`src/rtl/hazard_forward_unit.sv`:
```
// hazard_forward_unit
// Hazard controller for a 5-stage RISC-V pipeline. It keeps a private
// scoreboard of the EX/MEM/WB destination registers. From it the unit
// produces the registered EX operand-forwarding selects, a one-cycle
// load-use stall, the branch flush, and saturating stall/flush event counters.
module hazard_forward_unit #(
    parameter int CNT_W = 16
) (
    input  logic             clk,
    input  logic             rst,
    input  logic             id_valid,
    input  logic [4:0]       id_rs1,
    input  logic [4:0]       id_rs2,
    input  logic [4:0]       id_rd,
    input  logic             id_reg_write,
    input  logic             id_mem_read,
    input  logic             ex_flush,
    output logic [1:0]       forward_a,
    output logic [1:0]       forward_b,
    output logic             stall,
    output logic             ifid_flush,
    output logic             ex_bubble,
    output logic [CNT_W-1:0] stall_cnt,
    output logic [CNT_W-1:0] flush_cnt
);

    typedef struct packed {
        logic       valid;
        logic [4:0] rd;
        logic       reg_write;
        logic       mem_read;
    } slot_t;

    localparam logic [1:0] SEL_RF    = 2'b00;
    localparam logic [1:0] SEL_MEMWB = 2'b01;
    localparam logic [1:0] SEL_EXMEM = 2'b10;

    slot_t            ex_q, ex_d;
    slot_t            mem_q, mem_d;
    slot_t            wb_q, wb_d;
    logic [1:0]       fwd_a_q, fwd_a_d;
    logic [1:0]       fwd_b_q, fwd_b_d;
    logic [CNT_W-1:0] stall_cnt_q, stall_cnt_d;
    logic [CNT_W-1:0] flush_cnt_q, flush_cnt_d;
    logic             id_enters;

    // A slot produces register r only if it is a real, writing instruction
    // and r is not the hard-wired zero register.
    function automatic logic slot_writes(input slot_t s, input logic [4:0] r);
        return s.valid && s.reg_write && (s.rd == r) && (r != 5'd0);
    endfunction

    // Select for one source operand. EX/MEM beats MEM/WB. A hit in WB
    // needs no path because the register file is write-first.
    function automatic logic [1:0] fwd_sel(input slot_t ex_s, input slot_t mem_s,
                                           input slot_t wb_s, input logic [4:0] r);
        logic [1:0] sel;
        sel = SEL_RF;
        if (slot_writes(ex_s, r)) begin
            sel = SEL_EXMEM;
        end else if (slot_writes(mem_s, r)) begin
            sel = SEL_MEMWB;
        end else if (slot_writes(wb_s, r)) begin
            sel = SEL_RF;
        end
        return sel;
    endfunction

    // Hazard detection, slot advance, forward selects and counter updates.
    always_comb begin
        stall       = 1'b0;
        ifid_flush  = ex_flush;
        id_enters   = 1'b0;
        ex_d        = '0;
        mem_d       = ex_q;
        wb_d        = mem_q;
        fwd_a_d     = SEL_RF;
        fwd_b_d     = SEL_RF;
        stall_cnt_d = stall_cnt_q;
        flush_cnt_d = flush_cnt_q;

        // A load still in EX cannot feed ID's sources yet. Any name match
        // stalls, because the sources are not decoded for actual use.
        stall = id_valid && ex_q.valid && ex_q.mem_read && ex_q.reg_write &&
                (ex_q.rd != 5'd0) &&
                ((ex_q.rd == id_rs1) || (ex_q.rd == id_rs2)) && !ex_flush;

        id_enters = id_valid && !stall && !ex_flush;

        if (id_enters) begin
            ex_d.valid     = 1'b1;
            ex_d.rd        = id_rd;
            ex_d.reg_write = id_reg_write;
            ex_d.mem_read  = id_mem_read;
            // Compare against the pre-edge EX and MEM slots. After the edge
            // they sit in EX/MEM and MEM/WB.
            fwd_a_d = fwd_sel(ex_q, mem_q, wb_q, id_rs1);
            fwd_b_d = fwd_sel(ex_q, mem_q, wb_q, id_rs2);
        end

        if (stall && (stall_cnt_q != {CNT_W{1'b1}})) begin
            stall_cnt_d = stall_cnt_q + 1'b1;
        end
        if (ex_flush && (flush_cnt_q != {CNT_W{1'b1}})) begin
            flush_cnt_d = flush_cnt_q + 1'b1;
        end
    end

    // State registers. Reset empties the scoreboard completely.
    always_ff @(posedge clk) begin
        if (rst) begin
            ex_q        <= '0;
            mem_q       <= '0;
            wb_q        <= '0;
            fwd_a_q     <= SEL_RF;
            fwd_b_q     <= SEL_RF;
            stall_cnt_q <= '0;
            flush_cnt_q <= '0;
        end else begin
            ex_q        <= ex_d;
            mem_q       <= mem_d;
            wb_q        <= wb_d;
            fwd_a_q     <= fwd_a_d;
            fwd_b_q     <= fwd_b_d;
            stall_cnt_q <= stall_cnt_d;
            flush_cnt_q <= flush_cnt_d;
        end
    end

    assign forward_a = fwd_a_q;
    assign forward_b = fwd_b_q;
    assign ex_bubble = !ex_q.valid;
    assign stall_cnt = stall_cnt_q;
    assign flush_cnt = flush_cnt_q;

endmodule
```
`config.mk`:
```
export PLATFORM = sky130hd
export DESIGN_NAME = hazard_forward_unit
export DESIGN_NICKNAME = d
export VERILOG_FILES = /design/src/rtl/hazard_forward_unit.sv
export SDC_FILE = /design/constraint.sdc
export NUM_CORES = 1
export LEC_CHECK = 0
export ABC_AREA = 1
export CORE_ASPECT_RATIO = 0.6
export CORE_MARGIN = 3
export CORE_UTILIZATION = 47
export DETAILED_ROUTE_END_ITERATION = 10
export PLACE_DENSITY = 0.78
export RECOVER_POWER = 100
export SYNTH_ARGS = -nofsm -noshare
export SYNTH_HDL_FRONTEND = slang
export SYNTH_SLANG_ARGS = --single-unit
```
`constraint.sdc`:
```
create_clock -name clk -period 1.45 [get_ports clk]
set_input_delay 0.29 -clock clk [delete_from_list [all_inputs] [get_ports clk]]
set_output_delay 0.29 -clock clk [all_outputs]
set_load 0.02 [all_outputs]
```
==> results.md <==
* Starting Density at 50.6%
* Crit path capture type: output port
* DP Area at between 4000 and 5000 um^2
* Crit share post-route at 117%
* RSZ-0062 raised after global routing: yes
* LEAKAGE at 2.07 nW
* Final Non-Filler Cells at 637
* Num rows at 21
* Design Area, Final at ~4600 um^2
* Hold buffers post-CTS at 0
* Crit path kind: reg2out
* I/O pins at 60
* Max-cap violations at 0
* Placement Setup Slack at -0.873 ns
* Worst path required time at 1.16 ns
* Vias in the first global route at 3086
* Clock Pin Slew Worst Setup and Hold Paths at 0.10 ns
* First-pass GRT wire length at approximately 15000 um
* Dominant synthesized flop cell: dfxtp_1
* Avg Cell Area, Syn at 6.81 um^2
* CP arrival at 1.41 ns
* Reg2reg end: flush_cnt[14]$_SDFFE_PP0P_
* Remaining Overflow, GRT at 0
* Clk sinks at 51
* Failing checks: setup timing
* Core Area at 5780 um^2
* Final ANT Viol Nets at 0
* Avg WL per Cell at between 15 and 20 um
* Pre-Repair DR Iteration Count at 5
* CP Capture Point: stall
* Synth area leader: dfxtp_1
* Count of nets after finishing at 579
* Mapped Cells at approximately 430
* Final worst setup slack at -0.245 ns
* Number of distinct library cells after synthesis at 33
* Final Hold Viols at 0
* Min Clock Period, post-route at 1.70 ns
* Via Count at 3421
* Vias per cell at 5.37
* CTS Root Cell: clkbuf_8
* GRT Total Usage at 25.6%
* Synth Cell Area at 2920 um^2
* Initial antenna violation count at 0
* Worst vdd ir at 0.459 mV
* Count leader, synth: nand2_1
* Post-synth EDFFs at 0
* Vert. Die Dim at 67.1 um
* Max-slew violations at 0
* Routed WL at 10700 um
* R2r setup slk at -0.22 ns
* Worst Max-Slew Pin Slew at 0.457 ns
* DIE WIDTH at 108 um
* Final setup fails at 29
* Setup TNS at -3.79 ns
* Die area at between 7000 and 8000 um^2
* Crit start category: flop
* Area Growth Syn to Fin at 58.8%
* Yosys reg bits at approximately 50
* Dominant cells by area after synthesis: dfxtp_1, nand2_1, nor2_1
* CTS tree: built
* Register area share after synthesis at a little over a third
* Max Root-Sink Buffers at 2
* Share of layout cells above drive strength 1 at 37.5%
* Clock skew at 0.0118 ns
* CTS H-tree depth at 2
* Slew headroom at 69.5%
* Synthesis Warnings at 0
* Largest net degree at the start of global routing at 19
* Min-delay src: id_rd[4]
* Placed cells at 620
* Pwr dens at 624 nW/um^2
* Buffers on Ports at 59
* Total CTS buffers at 5
* DPL Wire Length at 6760 um
* FF-to-FF Start: flush_cnt[7]$_SDFFE_PP0P_
* DRC violations left at 0
* Hold Path Depth at 3
* CP Max Fanout at 3
* Max Freq at 590 MHz
* Outcome: complete, but fails checks
* Hold WC Path Type: in2reg
* Net count after synthesis at about 450
* ANT cells at 0
* Iteration-0 DRC Markers at 316
* Share of flip-flops with an asynchronous set or reset at 0%
* Layout Utilization at about 80%
* Worst setup startpoint: ex_q[6]$_SDFF_PP0_
* Synth cell count leaders: nand2_1, nor2_1, dfxtp_1, inv_1, nand4_1
* Yosys top cell area share at 34.9%
* Worst reg-to-reg path cell count at 7
* Fill cells at a little under 400
* Worst skew pair latency at just over 0.3 ns
* Gpl congestion at ~0.96
repair_timing:
| action | 4_1_cts | 5_1_grt |
|---|---|---|
| resized for setup | 74 | 105 |
| buffers inserted | 4 | 4 |
| gates cloned | 1 | 3 |
| setup endpoints to repair | 77 | 56 |
| pin swaps | 11 | 31 |
worst min path at each step:
stage / to
floorplan: ex_q[0]$_SDFF_PP0_
global placement: stall_cnt[14]$_SDFFE_PP0P_
detailed placement: stall_cnt[14]$_SDFFE_PP0P_
CTS: ex_q[6]$_SDFF_PP0_
global route: ex_q[2]$_SDFF_PP0_
finish: ex_q[6]$_SDFF_PP0_
critical path: stages (launching register included):
cell,delay [ns]
dfxtp_4,0.38
buf_6,0.12
nand2_4,0.05
nand2_2,0.05
nor2_2,0.10
nand3_2,0.11
a21oi_4,0.16
buf_6,0.14
flip-flops by register name, indices dropped and copies added (netlist names):
signal,flops
mem_q,7
forward_a,2
stall_cnt,16
ex_q,8
flush_cnt,16
forward_b,2
report_power, final:
| group | internal (mW) | switching (mW) |
|---|---|---|
| Clock | 0.569 | 0.530 |
| Sequential | 1.41 | 0.0165 |
| Combinational | 0.174 | 0.193 |
kinds of logic after synthesis:
family | Yosys count | synth area share [%]
flops | 51 | 34.9
xor+xnor | 19 | 5.69
fa+ha+maj | 2 | 0.856
compound gates | 39 | 8.05
buf+inv | 68 | 10.3
simple gates | 250 | 40.2
cells in the final DEF, fill, tap and decap left out, types with 7 or more instances in the layout:
master / count
clkdlybuf4s50_1: 8
dlygate4sd2_1: 36
inv_1: 50
nand2_2: 30
buf_4: 47
nor2_2: 9
dfxtp_2: 25
buf_6: 19
nor2_1: 49
xor2_1: 9
nand4_1: 25
a21oi_1: 14
nor3_1: 7
dfxtp_1: 22
a21oi_2: 14
nand3_1: 17
nand2_1: 83
routing by layer:
metal / up-vias / wire (um) / GRT usage [%]
met5: - / 0 / 0
met4: 0 / 269 / 6.30
met3: 30 / 1020 / 6.58
met2: 202 / 4690 / 40.9
met1: 1571 / 4730 / 34.4
li1: 1618 / - / -
per-stage QoR:
stage / hold slack, ns / power (mW)
finish: 0.491 / 2.89
global route: 0.509 / 2.98
CTS: 0.486 / 2.82
detailed placement: 0.481 / 1.76
global placement: 0.479 / 1.76
floorplan: 0.402 / 1.59
area by class of cell:
| class | count | area [um^2] | area share, % |
|---|---|---|---|
| Tap cell | 80 | 100 | 2.16 |
| Clock inverter | 2 | 38.8 | 0.836 |
| Sequential cell | 51 | 1070 | 23.0 |
| Timing Repair inverter | 1 | 8.76 | 0.189 |
| Timing Repair Buffer | 131 | 1210 | 26.1 |
| Inverter | 56 | 220 | 4.75 |
| Clock buffer | 6 | 82.6 | 1.78 |
| Multi-Input combinational cell | 310 | 1910 | 41.2 |
No activity file was read; power rests on OpenSTA's default activity.
